File: src/rtl/flash_access_arb.sv
// Round-robin arbiter granting one channel at a time to the flash
// read/write engines, with a per-operation watchdog.
module flash_access_arb #(
  parameter int                CH_NUM   = 2,
  parameter int                ADDR_SZ  = 16,
  parameter int                TOUT_W   = 20,
  parameter logic [TOUT_W-1:0] TOUT_MAX = 20'hFFFFF
) (
  input  logic                      i_clk,
  input  logic                      i_rst_n,
  input  logic [CH_NUM-1:0]         i_wr_req,
  input  logic [CH_NUM-1:0]         i_rd_req,
  input  logic [CH_NUM*ADDR_SZ-1:0] i_addr_offset,
  input  logic [CH_NUM*ADDR_SZ-1:0] i_data_len,
  output logic [CH_NUM-1:0]         o_grant,
  output logic [CH_NUM-1:0]         o_done,
  output logic [CH_NUM-1:0]         o_err,
  output logic                      o_busy,
  output logic                      o_wr_irq,
  output logic                      o_rd_irq,
  output logic [ADDR_SZ-1:0]        o_addr_offset,
  output logic [ADDR_SZ-1:0]        o_data_len,
  input  logic                      i_wr_dn,
  input  logic                      i_rd_dn,
  input  logic                      i_scl_w,
  input  logic                      i_scl_r,
  output logic                      o_scl
);

  localparam int CW = (CH_NUM > 1) ? $clog2(CH_NUM) : 1;

  localparam logic [2:0] S_IDLE = 3'd0;
  localparam logic [2:0] S_WR   = 3'd1;
  localparam logic [2:0] S_RD   = 3'd2;
  localparam logic [2:0] S_FIN  = 3'd3;
  localparam logic [2:0] S_ERR  = 3'd4;

  localparam logic [TOUT_W-1:0] T_LAST = TOUT_MAX - 1'b1;

  logic [2:0]          state_q, state_d;
  logic [CW-1:0]       ptr_q, ptr_d;
  logic [CW-1:0]       ch_q, ch_d;
  logic [TOUT_W-1:0]   cnt_q, cnt_d;
  logic [CH_NUM-1:0]   grant_q, grant_d;
  logic [CH_NUM-1:0]   done_q, done_d;
  logic [CH_NUM-1:0]   err_q, err_d;
  logic                busy_q, busy_d;
  logic                wr_irq_q, wr_irq_d;
  logic                rd_irq_q, rd_irq_d;
  logic [ADDR_SZ-1:0]  addr_q, addr_d;
  logic [ADDR_SZ-1:0]  len_q, len_d;

  logic [CH_NUM-1:0]   any_req;
  logic [CH_NUM-1:0]   rot;
  logic                sel_found;
  logic [CW:0]         sel_off;
  logic [CW:0]         sel_sum;
  logic [CW-1:0]       sel_ch;
  logic [CH_NUM-1:0]   sel_oh;
  logic                sel_wr;
  logic [CW-1:0]       ptr_nxt;

  assign o_scl = i_scl_w | i_scl_r;

  // Rotate requests so the search starts at ptr; lowest offset wins.
  always_comb begin
    any_req   = i_wr_req | i_rd_req;
    rot       = CH_NUM'({any_req, any_req} >> ptr_q);
    sel_found = 1'b0;
    sel_off   = '0;
    for (int i = CH_NUM - 1; i >= 0; i--) begin
      if (rot[i]) begin
        sel_found = 1'b1;
        sel_off   = (CW+1)'(i);
      end
    end
    sel_sum = {1'b0, ptr_q} + sel_off;
    if (sel_sum >= (CW+1)'(CH_NUM)) begin
      sel_sum = sel_sum - (CW+1)'(CH_NUM);
    end
    sel_ch  = CW'(sel_sum);
    sel_oh  = CH_NUM'(1) << sel_ch;
    sel_wr  = |(i_wr_req & sel_oh);
    ptr_nxt = (ch_q == CW'(CH_NUM - 1)) ? '0 : ch_q + 1'b1;
  end

  // Next state, watchdog and registered-output values.
  always_comb begin
    state_d = state_q;
    ptr_d   = ptr_q;
    ch_d    = ch_q;
    cnt_d   = '0;
    addr_d  = addr_q;
    len_d   = len_q;
    unique case (state_q)
      S_IDLE: begin
        if (sel_found) begin
          ch_d    = sel_ch;
          addr_d  = ADDR_SZ'(i_addr_offset >> (int'(sel_ch) * ADDR_SZ));
          len_d   = ADDR_SZ'(i_data_len >> (int'(sel_ch) * ADDR_SZ));
          state_d = sel_wr ? S_WR : S_RD;
        end
      end
      S_WR: begin
        cnt_d = cnt_q + 1'b1;
        if (i_wr_dn) state_d = S_FIN;
        else if (cnt_q == T_LAST) state_d = S_ERR;
      end
      S_RD: begin
        cnt_d = cnt_q + 1'b1;
        if (i_rd_dn) state_d = S_FIN;
        else if (cnt_q == T_LAST) state_d = S_ERR;
      end
      S_FIN, S_ERR: begin
        state_d = S_IDLE;
        ptr_d   = ptr_nxt;
      end
      default: state_d = S_IDLE;
    endcase
    busy_d   = (state_d != S_IDLE);
    wr_irq_d = (state_d == S_WR);
    rd_irq_d = (state_d == S_RD);
    grant_d  = (wr_irq_d | rd_irq_d) ? CH_NUM'(1) << ch_d : '0;
    done_d   = (state_d == S_FIN || state_d == S_ERR)
             ? CH_NUM'(1) << ch_q : '0;
    err_d    = (state_d == S_ERR) ? CH_NUM'(1) << ch_q : '0;
  end

  // State and output registers, cleared asynchronously.
  always_ff @(posedge i_clk or negedge i_rst_n) begin
    if (!i_rst_n) begin
      state_q  <= S_IDLE;
      ptr_q    <= '0;
      ch_q     <= '0;
      cnt_q    <= '0;
      grant_q  <= '0;
      done_q   <= '0;
      err_q    <= '0;
      busy_q   <= 1'b0;
      wr_irq_q <= 1'b0;
      rd_irq_q <= 1'b0;
      addr_q   <= '0;
      len_q    <= '0;
    end else begin
      state_q  <= state_d;
      ptr_q    <= ptr_d;
      ch_q     <= ch_d;
      cnt_q    <= cnt_d;
      grant_q  <= grant_d;
      done_q   <= done_d;
      err_q    <= err_d;
      busy_q   <= busy_d;
      wr_irq_q <= wr_irq_d;
      rd_irq_q <= rd_irq_d;
      addr_q   <= addr_d;
      len_q    <= len_d;
    end
  end

  assign o_grant       = grant_q;
  assign o_done        = done_q;
  assign o_err         = err_q;
  assign o_busy        = busy_q;
  assign o_wr_irq      = wr_irq_q;
  assign o_rd_irq      = rd_irq_q;
  assign o_addr_offset = addr_q;
  assign o_data_len    = len_q;

endmodule

File: config.mk
export PLATFORM = sky130hd
export DESIGN_NAME = flash_access_arb
export DESIGN_NICKNAME = d
export VERILOG_FILES = /design/src/rtl/flash_access_arb.sv
export SDC_FILE = /design/constraint.sdc
export NUM_CORES = 1
export LEC_CHECK = 0
export CORE_AREA = 2 2 84 86
export DETAILED_ROUTE_END_ITERATION = 10
export DIE_AREA = 0 0 86 88
export GPL_TIMING_DRIVEN = 0
export PLACE_DENSITY = 0.95
export SLEW_MARGIN = 20
export SYNTH_ARGS = -nofsm -noshare
export SYNTH_HDL_FRONTEND = slang
export SYNTH_SLANG_ARGS = --single-unit
File: constraint.sdc
create_clock -name i_clk -period 4.3 [get_ports i_clk]
set_input_delay 0.86 -clock i_clk [delete_from_list [all_inputs] [get_ports i_clk]]
set_output_delay 0.86 -clock i_clk [all_outputs]
set_load 0.1 [all_outputs]
==> impl_metrics.yaml <==
power:
  ir_drop_v: 0.000495
  leakage_nw: 1.99
  p_per_area_mw_per_mm2: 848
worst_setup_path:
  worstPathCellList: "clkdlybuf4s50_1 > or2_2 > clkdlybuf4s50_1"
  path_class: "input port to output pin"
  worstPathRequired_ns: 3.44
  ff2ff_setup_slack_ns: 2.44
  worstPathMaxFanout: 1
  crit_cells: 3
  critPathCaptureType: "output pin"
  path_common_cell: "clkdlybuf4s50_1"
  worst-path-buf-inv: 2
  slowest_stage: "clkdlybuf4s50_1"
  r2r_cells: 6
  crit_family: "buffers and inverters"
  max_stage_delay_ns: 1.13
  arrival_ns: 2.55
  worstSetupStartpointType: "input port"
yosys:
  synth_cell_types: 41
  synthTopCellsByCount: "dfrtp_1, nor2_1, a21oi_1"
  synth_edf_count: 0
  synth_area_leaders: "dfrtp_1, mux2i_1, a21oi_1, nor2_1, xor2_1"
  yosys.area.top_type: "dfrtp_1"
  postSynthRegisterBits: 66
  async_flop_share_pct: 100
  yosysWarnings: 0
  avgSynthCellArea_um2: 10.2
  yosys.cell_count.top_type: "dfrtp_1"
  synth_top_area_share_pct: 52.6
  synth-main-ff-cell: "dfrtp_1"
  syn_inst: 307
  syn_nets: 383
  synthesis.area_mm2: 0.00314
  yosysSeqAreaShare_pct: 52.6
floorplanning:
  die_y_um: 88
  start_util_pct: 47.2
  fp.dieW_um: 86
  die_area_mm2: 0.00757
  io_pins: 116
  rows: 30
  design.core.area_mm2: 0.00664
finish:
  fillers: 477
  fin_nets: 510
  syn_to_final_growth_pct: 46.1
  antennaDiodeCount: 0
  drive_above_1_share_pct: 9.11
  finalInstanceArea_mm2: 0.00459
clock_tree:
  htree_levels: 3
  cts_buffer_depth: 2
  cts_tree: "yes"
  clk_latency_ns: 0.34
  cts_setup_buffers: 0
  path_clk_slew_ns: 0.06
  clock-sinks: 66
  holdBufCountCts: 0
  cts_root_buf: "clkbuf_8"
  cts_buffers: 9
  cts_resized: 0
route:
  totalWireLength_mm: 8.19
  vias: 2772
  route.detailed.drc: 0
  drt-wirelength-per-cell_um: 15.8
  ant_nets: 0
  via_per_inst: 5.34
  firstDrtPassIters: 4
  drt_iter0_drc: 104
placed_design:
  dp_hpwl_mm: 6.26
  io_buffers: 115
  place_ws_ns: 0.886
  place_area_mm2: 0.00441
  gp_congestion: 0.813
sta:
  clock.fmax_ghz: 0.293
  slew_viol_final: 0
  fin_ws_ns: 0.891
  slew_headroom_pct: 33.3
  skew_ns: 0.00714
  hold_violations: 0
  min_period_over_period_pct: 79.3
  tns_ns: 0
  rsz0062_at_grt: "false"
  worst_slew_pin_slew_ns: 0.997
  period_minus_slack_ns: 3.41
  setup_violations: 0
flow_run:
  cap_violations: 0
grt:
  grt_pass1_vias: 2809
  grt_start_max_net_pins: 51
  antenna_found_initial: 0
  grt_pass1_wl_mm: 12.6
  grt-ovfl-total: 0
  grtUsageTotal_pct: 21.4
hold_path:
  min_path_type: "input port to asynchronous set/reset pin"
outcome:
  status: "finished, final reports clean"
## cell type report
class	instances	area, um^2	share of cell area (%)
Buffer	17	108	2.35
Clock buffer	11	141	3.08
Clock inverter	5	30.0	0.655
Inverter	4	15.0	0.327
Multi-Input combinational cell	220	1360	29.7
Sequential cell	66	1650	36.0
Tap cell	80	100	2.18
Timing Repair Buffer	116	1180	25.6
## sequential cells by signal, indices dropped and copies added, names as in the netlist, 2 cells and up
signal,flops
cnt_q,20
o_addr_offset,16
o_data_len,16
o_done,2
o_err,2
o_grant,2
state_q,3
## worst paths after layout
| kind | from | to |
|---|---|---|
| worst max register to register | cnt_q[0]$_DFF_PN0_ | cnt_q[10]$_DFF_PN0_ |
| min in group i_clk | o_data_len[12]$_DFFE_PN0P_ | o_data_len[12]$_DFFE_PN0P_ |
| worst max-delay path | i_scl_r | o_scl |
| worst min-delay path | i_rst_n | cnt_q[0]$_DFF_PN0_ |
| worst min register to register | o_data_len[12]$_DFFE_PN0P_ | o_data_len[12]$_DFFE_PN0P_ |
| max in group asynchronous | i_rst_n | o_data_len[12]$_DFFE_PN0P_ |
## cell usage in the layout, fill, tap and decap left out, types with 2 or more instances in the layout
master             n
nand3_1           10
nand2b_1           3
buf_2              8
dfrtp_1           66
nor3_1             7
inv_1              4
nand2_1           10
and4_1             2
and2_1             3
xnor2_1            5
o22a_1             2
clkbuf_8          10
mux2i_1           32
o21ai_0            3
clkdlybuf4s50_1  114
and3_1             2
xor2_1            11
or2_2              2
ha_1               2
buf_6              3
nor2_1            54
nor3b_1            2
buf_4              4
clkinv_2           3
or3_1              4
nand3b_1           4
nor4_1             2
nand4_1            3
clkinvlp_4         2
clkbuf_1           4
a21oi_1           43
## routing by layer
layer	vias to the layer above	wire length [um]	global-route usage (%)	share of wire [%]
met3	9	635	5.28	7.8
met1	1337	3180	23.8	39
met2	112	4310	38.5	53
met4	0	72	9.96	0.88
li1	1314	-	-	-
met5	-	0	0	0
## cell families (layout without fill, tap and decap cells)
group	count (synthesis)	in the layout	synth area share, %
multiplexers	33	33	10.6
XOR/XNOR	16	16	4.47
AND/OR/NAND/NOR	113	113	17.7
AO/OA/AOI/OAI	55	55	9.57
flip-flops	66	66	52.6
buffers and inverters	21	153	3.91
adder cells (fa/ha/maj)	3	3	1.16
## power breakdown
group          leakage [nW]  total, mW  switching [mW]  internal, mW
clock                0.0851      0.451           0.229         0.222
combinational          1.10       2.49            1.83         0.656
sequential            0.805      0.950           0.121         0.829
total                  1.99       3.89            2.18          1.71
## stage by stage
step	total power, mW	util [%]	instances	hold WS (ns)
3_3_place_gp	3.38	66.1	502	0.510
4_1_cts	3.91	69.0	519	0.386
6_report	3.89	69.0	519	0.388
3_5_place_dp	3.46	66.4	503	0.518
5_1_grt	4.05	69.0	519	0.396
2_1_floorplan	2.81	-	307	0.488
No activity file was read; power rests on OpenSTA's default activity.
